===== config.mk =====
export PLATFORM = sky130hd
export DESIGN_NAME = fifo_wr_arbiter_flat
export DESIGN_NICKNAME = d
export VERILOG_FILES = /design/src/rtl/fifo_wr_arbiter_if.sv /design/src/rtl/fifo_wr_arbiter.sv /design/src/flat_wrapper.sv
export SDC_FILE = /design/constraint.sdc
export NUM_CORES = 1
export LEC_CHECK = 0
export CAP_MARGIN = 20
export CELL_PAD_IN_SITES_DETAIL_PLACEMENT = 0
export CELL_PAD_IN_SITES_GLOBAL_PLACEMENT = 2
export CORE_ASPECT_RATIO = 0.5
export CORE_MARGIN = 10
export CORE_UTILIZATION = 32
export CTS_CLUSTER_SIZE = 16
export DETAILED_ROUTE_END_ITERATION = 8
export DONT_BUFFER_PORTS = 1
export HOLD_SLACK_MARGIN = 0.15
export PLACE_DENSITY = 0.75
export SLEW_MARGIN = 25
export SYNTH_ARGS = -nofsm -noshare
export SYNTH_HDL_FRONTEND = slang
export SYNTH_SLANG_ARGS = --single-unit

===== constraint.sdc =====
create_clock -name clk -period 1.97 [get_ports clk]
set_input_delay 0.197 -clock clk [delete_from_list [all_inputs] [get_ports clk]]
set_output_delay 0.197 -clock clk [all_outputs]
set_load 0.01 [all_outputs]

===== src/rtl/fifo_wr_arbiter_if.sv =====
// Bundle of requester-side and FIFO-write-side signals for fifo_wr_arbiter.
// The master modport is the arbiter view; slave is the producers-plus-FIFO view.
interface fifo_wr_arbiter_if #(
  parameter int NUM_REQ    = 4,
  parameter int FIFO_WIDTH = 16
);
  logic [NUM_REQ-1:0]            req;
  logic [NUM_REQ*FIFO_WIDTH-1:0] req_data;
  logic [NUM_REQ-1:0]            gnt;
  logic [NUM_REQ-1:0]            done;
  logic [NUM_REQ-1:0]            drop;
  logic                          err_sticky;
  logic                          fifo_full;
  logic                          fifo_almostfull;
  logic                          fifo_wr_ack;
  logic                          fifo_overflow;
  logic                          fifo_wr_en;
  logic [FIFO_WIDTH-1:0]         fifo_data_in;

  modport master (
    input  req, req_data, fifo_full, fifo_almostfull, fifo_wr_ack, fifo_overflow,
    output gnt, done, drop, err_sticky, fifo_wr_en, fifo_data_in
  );

  modport slave (
    output req, req_data, fifo_full, fifo_almostfull, fifo_wr_ack, fifo_overflow,
    input  gnt, done, drop, err_sticky, fifo_wr_en, fifo_data_in
  );
endinterface


===== src/rtl/fifo_wr_arbiter.sv =====
// Round-robin arbiter sharing one FIFO write port among NUM_REQ producers,
// throttled on full/almostfull, with wr_ack/overflow routed back to the owner.
module fifo_wr_arbiter #(
  parameter int NUM_REQ    = 4,
  parameter int FIFO_WIDTH = 16,
  parameter int IDW        = $clog2(NUM_REQ)
) (
  input logic               clk,
  input logic               rst,
  fifo_wr_arbiter_if.master bus
);
  localparam logic [IDW:0]   NREQ_L  = (IDW+1)'(NUM_REQ);
  localparam logic [IDW-1:0] LAST_ID = IDW'(NUM_REQ - 1);

  logic [FIFO_WIDTH-1:0] req_arr_s [NUM_REQ];
  logic [IDW:0]          sum_s;
  logic [IDW-1:0]        cand_s;
  logic                  hit_s;
  logic                  win_vld_s;
  logic [IDW-1:0]        win_id_s;
  logic                  can_issue_s;
  logic                  grant_s;
  logic [NUM_REQ-1:0]    gnt_s;
  logic [NUM_REQ-1:0]    done_s;
  logic [NUM_REQ-1:0]    drop_s;

  logic [IDW-1:0]        ptr_r;
  logic                  wr_en_r;
  logic [FIFO_WIDTH-1:0] data_r;
  logic [IDW-1:0]        own_b_r;
  logic [IDW-1:0]        own_c_r;
  logic                  vld_c_r;
  logic                  err_r;

  for (genvar i = 0; i < NUM_REQ; i++) begin : g_slice
    assign req_arr_s[i] = bus.req_data[i*FIFO_WIDTH +: FIFO_WIDTH];
  end

  // Rotating priority search: first set req bit at or above ptr, wrapping to 0.
  always_comb begin
    win_vld_s = 1'b0;
    win_id_s  = '0;
    sum_s     = '0;
    cand_s    = '0;
    hit_s     = 1'b0;
    for (int k = 0; k < NUM_REQ; k++) begin
      sum_s     = {1'b0, ptr_r} + k[IDW:0];
      cand_s    = (sum_s >= NREQ_L) ? IDW'(sum_s - NREQ_L) : sum_s[IDW-1:0];
      hit_s     = !win_vld_s && bus.req[cand_s];
      win_id_s  = hit_s ? cand_s : win_id_s;
      win_vld_s = win_vld_s | bus.req[cand_s];
    end
  end

  // An in-flight write plus almostfull means the last slot is already spoken for.
  assign can_issue_s = !bus.fifo_full && !(wr_en_r && bus.fifo_almostfull);
  assign grant_s     = !rst && can_issue_s && win_vld_s;

  // One-hot grant pulse to the winner.
  always_comb begin
    gnt_s = '0;
    if (grant_s) begin
      gnt_s[win_id_s] = 1'b1;
    end else begin
      gnt_s = '0;
    end
  end

  // Response routing; overflow wins if the FIFO ever raises both.
  always_comb begin
    done_s = '0;
    drop_s = '0;
    if (!rst && vld_c_r && bus.fifo_overflow) begin
      drop_s[own_c_r] = 1'b1;
    end else if (!rst && vld_c_r && bus.fifo_wr_ack) begin
      done_s[own_c_r] = 1'b1;
    end else begin
      done_s = '0;
      drop_s = '0;
    end
  end

  // Issue and response pipeline registers plus the sticky error flag.
  always_ff @(posedge clk) begin
    if (rst) begin
      ptr_r   <= '0;
      wr_en_r <= 1'b0;
      data_r  <= '0;
      own_b_r <= '0;
      own_c_r <= '0;
      vld_c_r <= 1'b0;
      err_r   <= 1'b0;
    end else begin
      if (grant_s) begin
        wr_en_r <= 1'b1;
        data_r  <= req_arr_s[win_id_s];
        own_b_r <= win_id_s;
        ptr_r   <= (win_id_s == LAST_ID) ? '0 : win_id_s + 1'b1;
      end else begin
        wr_en_r <= 1'b0;
      end
      own_c_r <= own_b_r;
      vld_c_r <= wr_en_r;
      if (vld_c_r && bus.fifo_overflow) begin
        err_r <= 1'b1;
      end
    end
  end

  assign bus.gnt          = gnt_s;
  assign bus.done         = done_s;
  assign bus.drop         = drop_s;
  assign bus.err_sticky   = err_r;
  assign bus.fifo_wr_en   = wr_en_r;
  assign bus.fifo_data_in = data_r;
endmodule


===== src/flat_wrapper.sv =====
// flat-port wrapper written by rule: the top's interface ports become plain ports
module fifo_wr_arbiter_flat 
#(
  parameter int NUM_REQ    = 4,
  parameter int FIFO_WIDTH = 16,
  parameter int IDW        = $clog2(NUM_REQ)
)
  (clk, rst, bus_req, bus_req_data, bus_fifo_full, bus_fifo_almostfull, bus_fifo_wr_ack, bus_fifo_overflow, bus_gnt, bus_done, bus_drop, bus_err_sticky, bus_fifo_wr_en, bus_fifo_data_in);
  fifo_wr_arbiter_if #(.NUM_REQ(NUM_REQ), .FIFO_WIDTH(FIFO_WIDTH)) bus_i ();
  input logic clk;
  input logic rst;
  input wire logic [$bits(bus_i.req)-1:0] bus_req;
  input wire logic [$bits(bus_i.req_data)-1:0] bus_req_data;
  input wire logic [$bits(bus_i.fifo_full)-1:0] bus_fifo_full;
  input wire logic [$bits(bus_i.fifo_almostfull)-1:0] bus_fifo_almostfull;
  input wire logic [$bits(bus_i.fifo_wr_ack)-1:0] bus_fifo_wr_ack;
  input wire logic [$bits(bus_i.fifo_overflow)-1:0] bus_fifo_overflow;
  output wire logic [$bits(bus_i.gnt)-1:0] bus_gnt;
  output wire logic [$bits(bus_i.done)-1:0] bus_done;
  output wire logic [$bits(bus_i.drop)-1:0] bus_drop;
  output wire logic [$bits(bus_i.err_sticky)-1:0] bus_err_sticky;
  output wire logic [$bits(bus_i.fifo_wr_en)-1:0] bus_fifo_wr_en;
  output wire logic [$bits(bus_i.fifo_data_in)-1:0] bus_fifo_data_in;
  assign bus_i.req = bus_req;
  assign bus_i.req_data = bus_req_data;
  assign bus_i.fifo_full = bus_fifo_full;
  assign bus_i.fifo_almostfull = bus_fifo_almostfull;
  assign bus_i.fifo_wr_ack = bus_fifo_wr_ack;
  assign bus_i.fifo_overflow = bus_fifo_overflow;
  assign bus_gnt = bus_i.gnt;
  assign bus_done = bus_i.done;
  assign bus_drop = bus_i.drop;
  assign bus_err_sticky = bus_i.err_sticky;
  assign bus_fifo_wr_en = bus_i.fifo_wr_en;
  assign bus_fifo_data_in = bus_i.fifo_data_in;
  fifo_wr_arbiter #(.NUM_REQ(NUM_REQ), .FIFO_WIDTH(FIFO_WIDTH), .IDW(IDW)) u_core (.clk(clk), .rst(rst), .bus(bus_i));
endmodule

==> results.cfg, run 1 <==
[route]
drt-pass1-iter-count = 4
final_antenna_violating_net_count = 0
initial_drc_count = 30
vias_per_std_cell = 5.350
number_of_remaining_drc_errors = 0
routed-via-count = 1359
routed_wl_um = 4974
wire_per_inst_um = 19.58

[finish]
antennaDiodeCount = 0
layout.nets = 263
layout-area-overhead-vs-synth_pct = 17.85
fillerInstances = 473
final_cell_area_um2 = 1826
post_route_cells_drive_above_1_share_pct = 19.15

[grt]
grt-ovfl-total = 0
antenna_found_initial = 0
met2_usage_pct = 19.06
grt_start_max_net_pins = 29
global_route_wire_length_before_repair_um = 7921
globalRouteTotalUtil_pct = 11.54
grt_use_met3_pct = 5.911
grt_busiest_layer = met2
via_count_of_the_first_global_routing_pass = 1515
grt_util_met1_pct = 13.22

[critical_path]
critical-path-max-stage-delay_ps = 360
reg2reg_setup_slack_ps = 100
startpoint_type_of_the_worst_setup_path = flop
critPathKind = reg -> out
cp.arrival_ps = 1690
endpoint_kind = output port
path_max_fanout = 7
ordered_list_of_cells_on_the_worst_path = a21boi_0 -> o22ai_2 -> nor2_1 -> buf_4 -> nor2_1 -> buf_4
cp_data_required_time_ps = 1770
cell_with_the_largest_stage_delay_on_the_worst_path = dfxtp_2

[floorplan]
floorplan.rows = 17
floorplan.die_area_um2 = 8192
boundaryPins = 104
coreArea_um2 = 4531
die_x_um = 118.4
floorplan.initialDensity_pct = 34.19
die_h_um = 69.20

[timing]
setup-violations-final = 0
max_clock_freq_mhz = 530.3
finalMaxSlewViolations = 0
setup_slack_ps = 84.10
fin_worst_skew_ps = 3.172
final-hold-violation-count = 0
layout_min_cycle_time_ps = 1886
worstMarginPinSlew_ps = 526.0
slew-limit-headroom_pct = 64.80
final_worst_path_cycle_share_pct = 95.73
whs_ps = 154.3

[pwr]
power_leakage_nw = 0.7054
power.density_cell_area_nw_per_um2 = 676.1
vdd_ir_drop_max_uv = 260.6
total_power_mw = 1.234

[yosys]
synth_edf_count = 0
synth_cell_type_count = 34
dominantRegCellSynth = dfxtp_1
synth.net_count = 249
synth.yosys.seq_area_share_pct = 32.31
synth.ff_latch_count = 25
synth-async-reset-ratio_pct = 0
post_synthesis_instance_area_um2 = 1549
syn_inst = 175
yosys_warnings = 0
synthDominantCellAreaShare_pct = 32.31
yosysTopAreaCell = dfxtp_1
post_synth_main_area_contributors = dfxtp_1 32%, mux2i_1 11%, a211oi_1 7.3%, a211oi_2 5.7%, a21oi_1 5.2%
syn_avg_cell_area_um2 = 8.851

[clock_network]
clock_latency_ps = 270
tritoncts_clock_tree = done
cts.htree.levels = 1
clk_path_buf_depth = 2
cts_made_buffers = 3
clock_pin_slew_of_the_registers_on_the_worst_case_setup_and_hold_paths_ps = 90
cts_root_buf = clkbuf_8
clock_sinks = 25

[place]
detailedPlacementHpwl_um = 4024
gp_congestion = 0.7579
placement.cell_area_um2 = 1634
numPortBuffers = 0
place_worst_setup_slack_ps = 128.5

[outcome]
outcome = finished clean

[hold_path]
min-delay-path-class = in -> reg

[job]
cap_violations = 0
-- critical path: cells and delay by family (launching register included) --
kind	cells	cell delay, ps
compound gates	2	470
buf+inv	2	340
simple gates	2	250
flops	1	360
-- registers in the layout (all words and copies together), names as in the netlist --
| signal | count |
|---|---|
| u_core.bus.err_sticky | 1 |
| u_core.bus.fifo_data_in | 16 |
| u_core.bus.fifo_wr_en | 1 |
| u_core.own_b_r | 2 |
| u_core.own_c_r | 2 |
| u_core.ptr_r | 2 |
| u_core.vld_c_r | 1 |
-- kinds of logic after synthesis --
| group | share of synthesized area, % |
|---|---|
| compound gates | 29.97 |
| simple gates | 20.28 |
| flops | 32.31 |
| mux | 11.71 |
| buf+inv | 5.169 |
| xor+xnor | 0.5655 |
-- placed cells by master (no fill, tap or decap), types with 5 or more instances in the layout --
cell type | synthesis | routed
dfxtp_1 | 25 | 23
a21oi_1 | 16 | 16
mux2i_1 | 17 | 16
a211oi_1 | 15 | 15
nor2_1 | 13 | 11
and3_1 | 11 | 11
buf_4 | 0 | 10
nand2_1 | 10 | 9
dlygate4sd3_1 | 0 | 9
o21ai_0 | 7 | 7
a211oi_2 | 7 | 7
nor2b_1 | 5 | 5
nand3_1 | 5 | 5
a21o_1 | 5 | 5
o211ai_1 | 5 | 5
-- cell usage after synthesis (all sizes together), types with 5 or more instances --
master,instances
a211oi,22
a21o,5
a21oi,16
and3,11
buf,7
dfxtp,25
mux2i,17
nand2,11
nand3,5
nor2,14
nor2b,5
o211ai,5
o21ai,8
-- per-stage QoR --
step	utilization, %	instances	setup TNS [ps]
after floorplan	-	175	0
after global placement	36.07	240	0
after detailed placement	36.07	240	0
after CTS	39.19	252	-20.31
after global routing	40.29	254	-75.08
final	40.29	254	0
-- area by class of cell --
type                    count  area [um2]  share of cell area [%]
repair buffers             20       176.4                   9.664
clock buffers               4       45.04                   2.467
well taps                  66       82.58                   4.524
multi-input cells         137        1011                   55.38
flip-flops and latches     25       503.0                   27.55
inverters                   2       7.507                  0.4112
-- report_power, final --
part / internal [mW] / leakage (nW) / switching (mW)
clock network: 0.145 / 0.0228 / 0.162
logic: 0.142 / 0.475 / 0.167
registers: 0.558 / 0.207 / 0.0606
-- what timing repair did --
item | 4_1_cts | 5_1_grt
setup endpoints to repair | 3 | 5
setup buffers | 0 | 1
hold buffers | 8 | 1
resized for setup | 4 | 8
pin swaps | 1 | 1
hold endpoints to repair | 7 | 1
-- worst paths after layout --
path                                               to                            from  cells past startpoint
max                                        bus_gnt[0]    u_core.ptr_r[1]$_SDFFE_PP0P_                      6
min reg2reg              u_core.own_c_r[1]$_SDFF_PP0_  u_core.own_b_r[1]$_SDFFE_PP0P_                      1
min          u_core.bus.fifo_data_in[14]$_SDFFE_PP0P_                bus_req_data[62]                      2
max reg2reg            u_core.own_b_r[0]$_SDFFE_PP0P_    u_core.ptr_r[1]$_SDFFE_PP0P_                      6
-- layer usage --
metal / routed length [um] / up-vias / part of all wire (%)
li1: - / 676 / -
met1: 2108 / 628 / 42
met2: 2293 / 53 / 46
met3: 538 / 2 / 11
met4: 34 / 0 / 0.68
met5: 0 / - / 0
Note: power is estimated with default switching activity, not from simulation.
==> inputs of run 2 (changes only) <==
--- a/config.mk
+++ b/config.mk
@@ -5,18 +5,19 @@
 export SDC_FILE = /design/constraint.sdc
 export NUM_CORES = 1
 export LEC_CHECK = 0
+export ABC_AREA = 1
 export CAP_MARGIN = 20
 export CELL_PAD_IN_SITES_DETAIL_PLACEMENT = 0
 export CELL_PAD_IN_SITES_GLOBAL_PLACEMENT = 2
 export CORE_ASPECT_RATIO = 0.5
 export CORE_MARGIN = 10
-export CORE_UTILIZATION = 32
+export CORE_UTILIZATION = 29
 export CTS_CLUSTER_SIZE = 16
 export DETAILED_ROUTE_END_ITERATION = 8
 export DONT_BUFFER_PORTS = 1
 export HOLD_SLACK_MARGIN = 0.15
-export PLACE_DENSITY = 0.75
-export SLEW_MARGIN = 25
+export PLACE_DENSITY = 0.76
+export SLEW_MARGIN = 20
 export SYNTH_ARGS = -nofsm -noshare
 export SYNTH_HDL_FRONTEND = slang
 export SYNTH_SLANG_ARGS = --single-unit
==> results.cfg, run 2 <==
[outcome]
outcome = finished clean

[finish]
layout-area-overhead-vs-synth_pct = 32.97
layout.nets = 415
finalNonFillerCells = 428
largest_register_ff_count = 16
final_cell_mix = 87 x nand2_1, 72 x nand3_1, 29 x nand2_2
post_route_cells_drive_above_1_share_pct = 28.53
antennaDiodeCount = 0
layout.cells.most_common = nand2_1

[clock_network]
cts_made_buffers = 3
clock_pin_slew_of_the_registers_on_the_worst_case_setup_and_hold_paths_ps = 70
clock_sinks = 25
cts.htree.levels = 1
cts_root_buf = clkbuf_16
tritoncts_clock_tree = done
clock_latency_ps = 260
clk_path_buf_depth = 2

[pwr]
power.share.sequential_pct = 30.0
power.density_cell_area_nw_per_um2 = 964.3
clkPwrFrac_pct = 19.9
intPower_mw = 1.368
power_leakage_nw = 1.154
sw_frac_of_total_pct = 41.78
share_of_total_power_in_combinational_logic_pct = 50.1
power.net_switching_mw = 0.9820
total_power_mw = 2.350
vdd_ir_drop_max_uv = 374.5

[route]
met2WireLength_um = 3279
routed_met3_length_um = 758
initial_drc_count = 101
vias_per_std_cell = 4.771
routed_wl_um = 6932
final_antenna_violating_net_count = 0
drt-pass1-iter-count = 4
wire_per_inst_um = 16.20
routed-via-count = 2042
number_of_remaining_drc_errors = 0
dr_top_layer = met4
detail_route.wirelength.met1_um = 2822

[yosys]
dominant_combinational_cell_family_by_area_after_synthesis = simple AND/OR/NAND/NOR gates
syn_avg_cell_area_um2 = 5.801
synth.ff_latch_count = 25
synth.yosys.seq_area_share_pct = 27.30
post_synth_fa_ha_maj_area_fraction_pct = 0
synth-async-reset-ratio_pct = 0
synth_cell_type_count = 22
synth-compound-area-share_pct = 2.457
yosys_warnings = 0
synth.net_count = 390
post_synthesis_instance_area_um2 = 1833
syn_inst = 316
post_synth_main_area_contributors = dfxtp_1 27%, nand2_1 22%, nand3_1 21%, nor2_1 7.4%, nand2_2 4.8%
yosysTopAreaCell = dfxtp_1
synthSimpleGateAreaFrac_pct = 58.77
post-synth-top-count-cell = nand2_1
synthDominantCellAreaShare_pct = 27.30
synth_edf_count = 0
muxShareOfSynthArea_pct = 0
synth_xor_area_share_pct = 0
synth.top_cells.by_count = 106 x nand2_1, 76 x nand3_1, 36 x nor2_1
dominantRegCellSynth = dfxtp_1

[grt]
global_route_wire_length_before_repair_um = 10710
antenna_found_initial = 0
via_count_of_the_first_global_routing_pass = 2016
grt-ovfl-total = 0
grt_start_max_net_pins = 26
globalRouteTotalUtil_pct = 12.72

[floorplan]
die_h_um = 76.22
boundaryPins = 104
floorplan.die_area_um2 = 10090
coreArea_um2 = 6106
floorplan.initialDensity_pct = 30.02
die_x_um = 132.4
floorplan.rows = 20

[critical_path]
reg2reg_from = u_core.ptr_r[0]$_SDFFE_PP0P_
startpoint_type_of_the_worst_setup_path = flop
crit_path_start = u_core.ptr_r[0]$_SDFFE_PP0P_
worst_r2r_path_depth = 13
cell_with_the_largest_stage_delay_on_the_worst_path = dfxtp_4
reg2reg_setup_slack_ps = 110
cp.arrival_ps = 1770
endpoint_kind = output port
critical-path-max-stage-delay_ps = 390
ordered_list_of_cells_on_the_worst_path = buf_6 -> nand2_2 -> nand2_2 -> nand2_2 -> nand2_2 -> nor2_4 -> nand3b_1 -> nand3_2 -> buf_6 -> nand2_4 -> nor2_4
crit-reg2reg-capture = u_core.bus.fifo_data_in[4]$_SDFFE_PP0P_
setup.worst_path.end = bus_gnt[2]
cp_data_required_time_ps = 1770
path_max_fanout = 7
critPathKind = reg -> out
most_used_cell_along_the_critical_path = nand2_2

[timing]
final-hold-violation-count = 0
rsz0062_at_grt = yes
final_worst_path_cycle_share_pct = 99.89
worstMarginPinSlew_ps = 418.7
setup-violations-final = 0
layout_min_cycle_time_ps = 1968
setup_slack_ps = 2.103
finalMaxSlewViolations = 0
max_clock_freq_mhz = 508.2
whs_ps = 161.7
slew-limit-headroom_pct = 71.87
fin_worst_skew_ps = 3.776

[place]
gp_congestion = 0.7840
detailedPlacementHpwl_um = 5111
place.detailed.instances = 405
place_worst_setup_slack_ps = -15.08
numPortBuffers = 0

[hold_path]
min-delay-path-class = in -> reg

[job]
cap_violations = 0
-- run 2: cell count changes in the layout (fill, tap and decap cells not counted), moves of 7 or more --
| cell | delta |
|---|---|
| nand2_1 | +78 |
| nand3_1 | +67 |
| nand2_2 | +28 |
| inv_1 | +18 |
| nor2_1 | +17 |
| mux2i_1 | -16 |
| a211oi_1 | -15 |
| a21oi_1 | -13 |
| buf_4 | +12 |
| and3_1 | -11 |
| a211oi_2 | -7 |
| o21ai_0 | -7 |
-- run 2: worst max-delay path, delay by kind of cell, from the launching register on --
kind,cells,cell delay (ps)
simple gates,9,850
flops,1,390
buf+inv,2,260
-- run 2: worst min-delay path by stage --
stage | startpoint | endpoint | slack (ps) | cells past startpoint
finish | bus_req_data[63] | u_core.bus.fifo_data_in[15]$_SDFFE_PP0P_ | 160 | 4
global route | bus_req_data[45] | u_core.bus.fifo_data_in[13]$_SDFFE_PP0P_ | 180 | 4
CTS | bus_req_data[63] | u_core.bus.fifo_data_in[15]$_SDFFE_PP0P_ | 160 | 4
detailed placement | rst | u_core.vld_c_r$_SDFF_PP0_ | 270 | 1
global placement | rst | u_core.vld_c_r$_SDFF_PP0_ | 270 | 1
floorplan | rst | u_core.ptr_r[0]$_SDFFE_PP0P_ | 270 | 1
-- run 2: metal layers --
metal / vias up / GRT usage, %
met5: - / 0
met1: 907 / 15.32
met3: 6 / 5.461
met2: 78 / 20.58
li1: 1051 / -
met4: 0 / 2.729
-- run 2: area by class of cell --
type,instances,area (um2)
Inverter,26,107.6
Fill cell,678,3669
Tap cell,88,110.1
Multi-Input combinational cell,249,1287
Clock inverter,1,5.005
Sequential cell,25,508.0
Timing Repair Buffer,36,344.1
Clock buffer,3,75.07
-- run 2: cells by family after synthesis --
kind of cell	after synthesis
compound gates	7
buf+inv	42
flops	25
simple gates	242
-- run 2: power groups by stage --
stage / sequential (mW) / clock (mW) / combinational (mW)
after floorplan: 0.687 / 0 / 0.709
after global placement: 0.716 / 0 / 0.854
final: 0.705 / 0.468 / 1.18
after detailed placement: 0.717 / 0 / 0.867
after CTS: 0.707 / 0.491 / 1.02
after global routing: 0.721 / 0.498 / 1.31
-- run 2: what timing repair did --
action / 4_1_cts / 5_1_grt
hold endpoints to repair: 9 / 0
setup buffers: 10 / 6
hold buffers: 4 / 0
endpoints found under the setup margin: 11 / 23
gates resized for setup: 34 / 35
pin swaps: 10 / 18
cloned: 1 / 0
-- run 2: through the flow --
step	cell area [um2]	TNS [ps]	utilization [%]
floorplan	1833	0	-
global placement	1958	0	32.07
detailed placement	1958	-28.53	32.07
CTS	2293	-1.311	37.56
global route	2437	-563.3	39.92
finish	2437	0	39.92
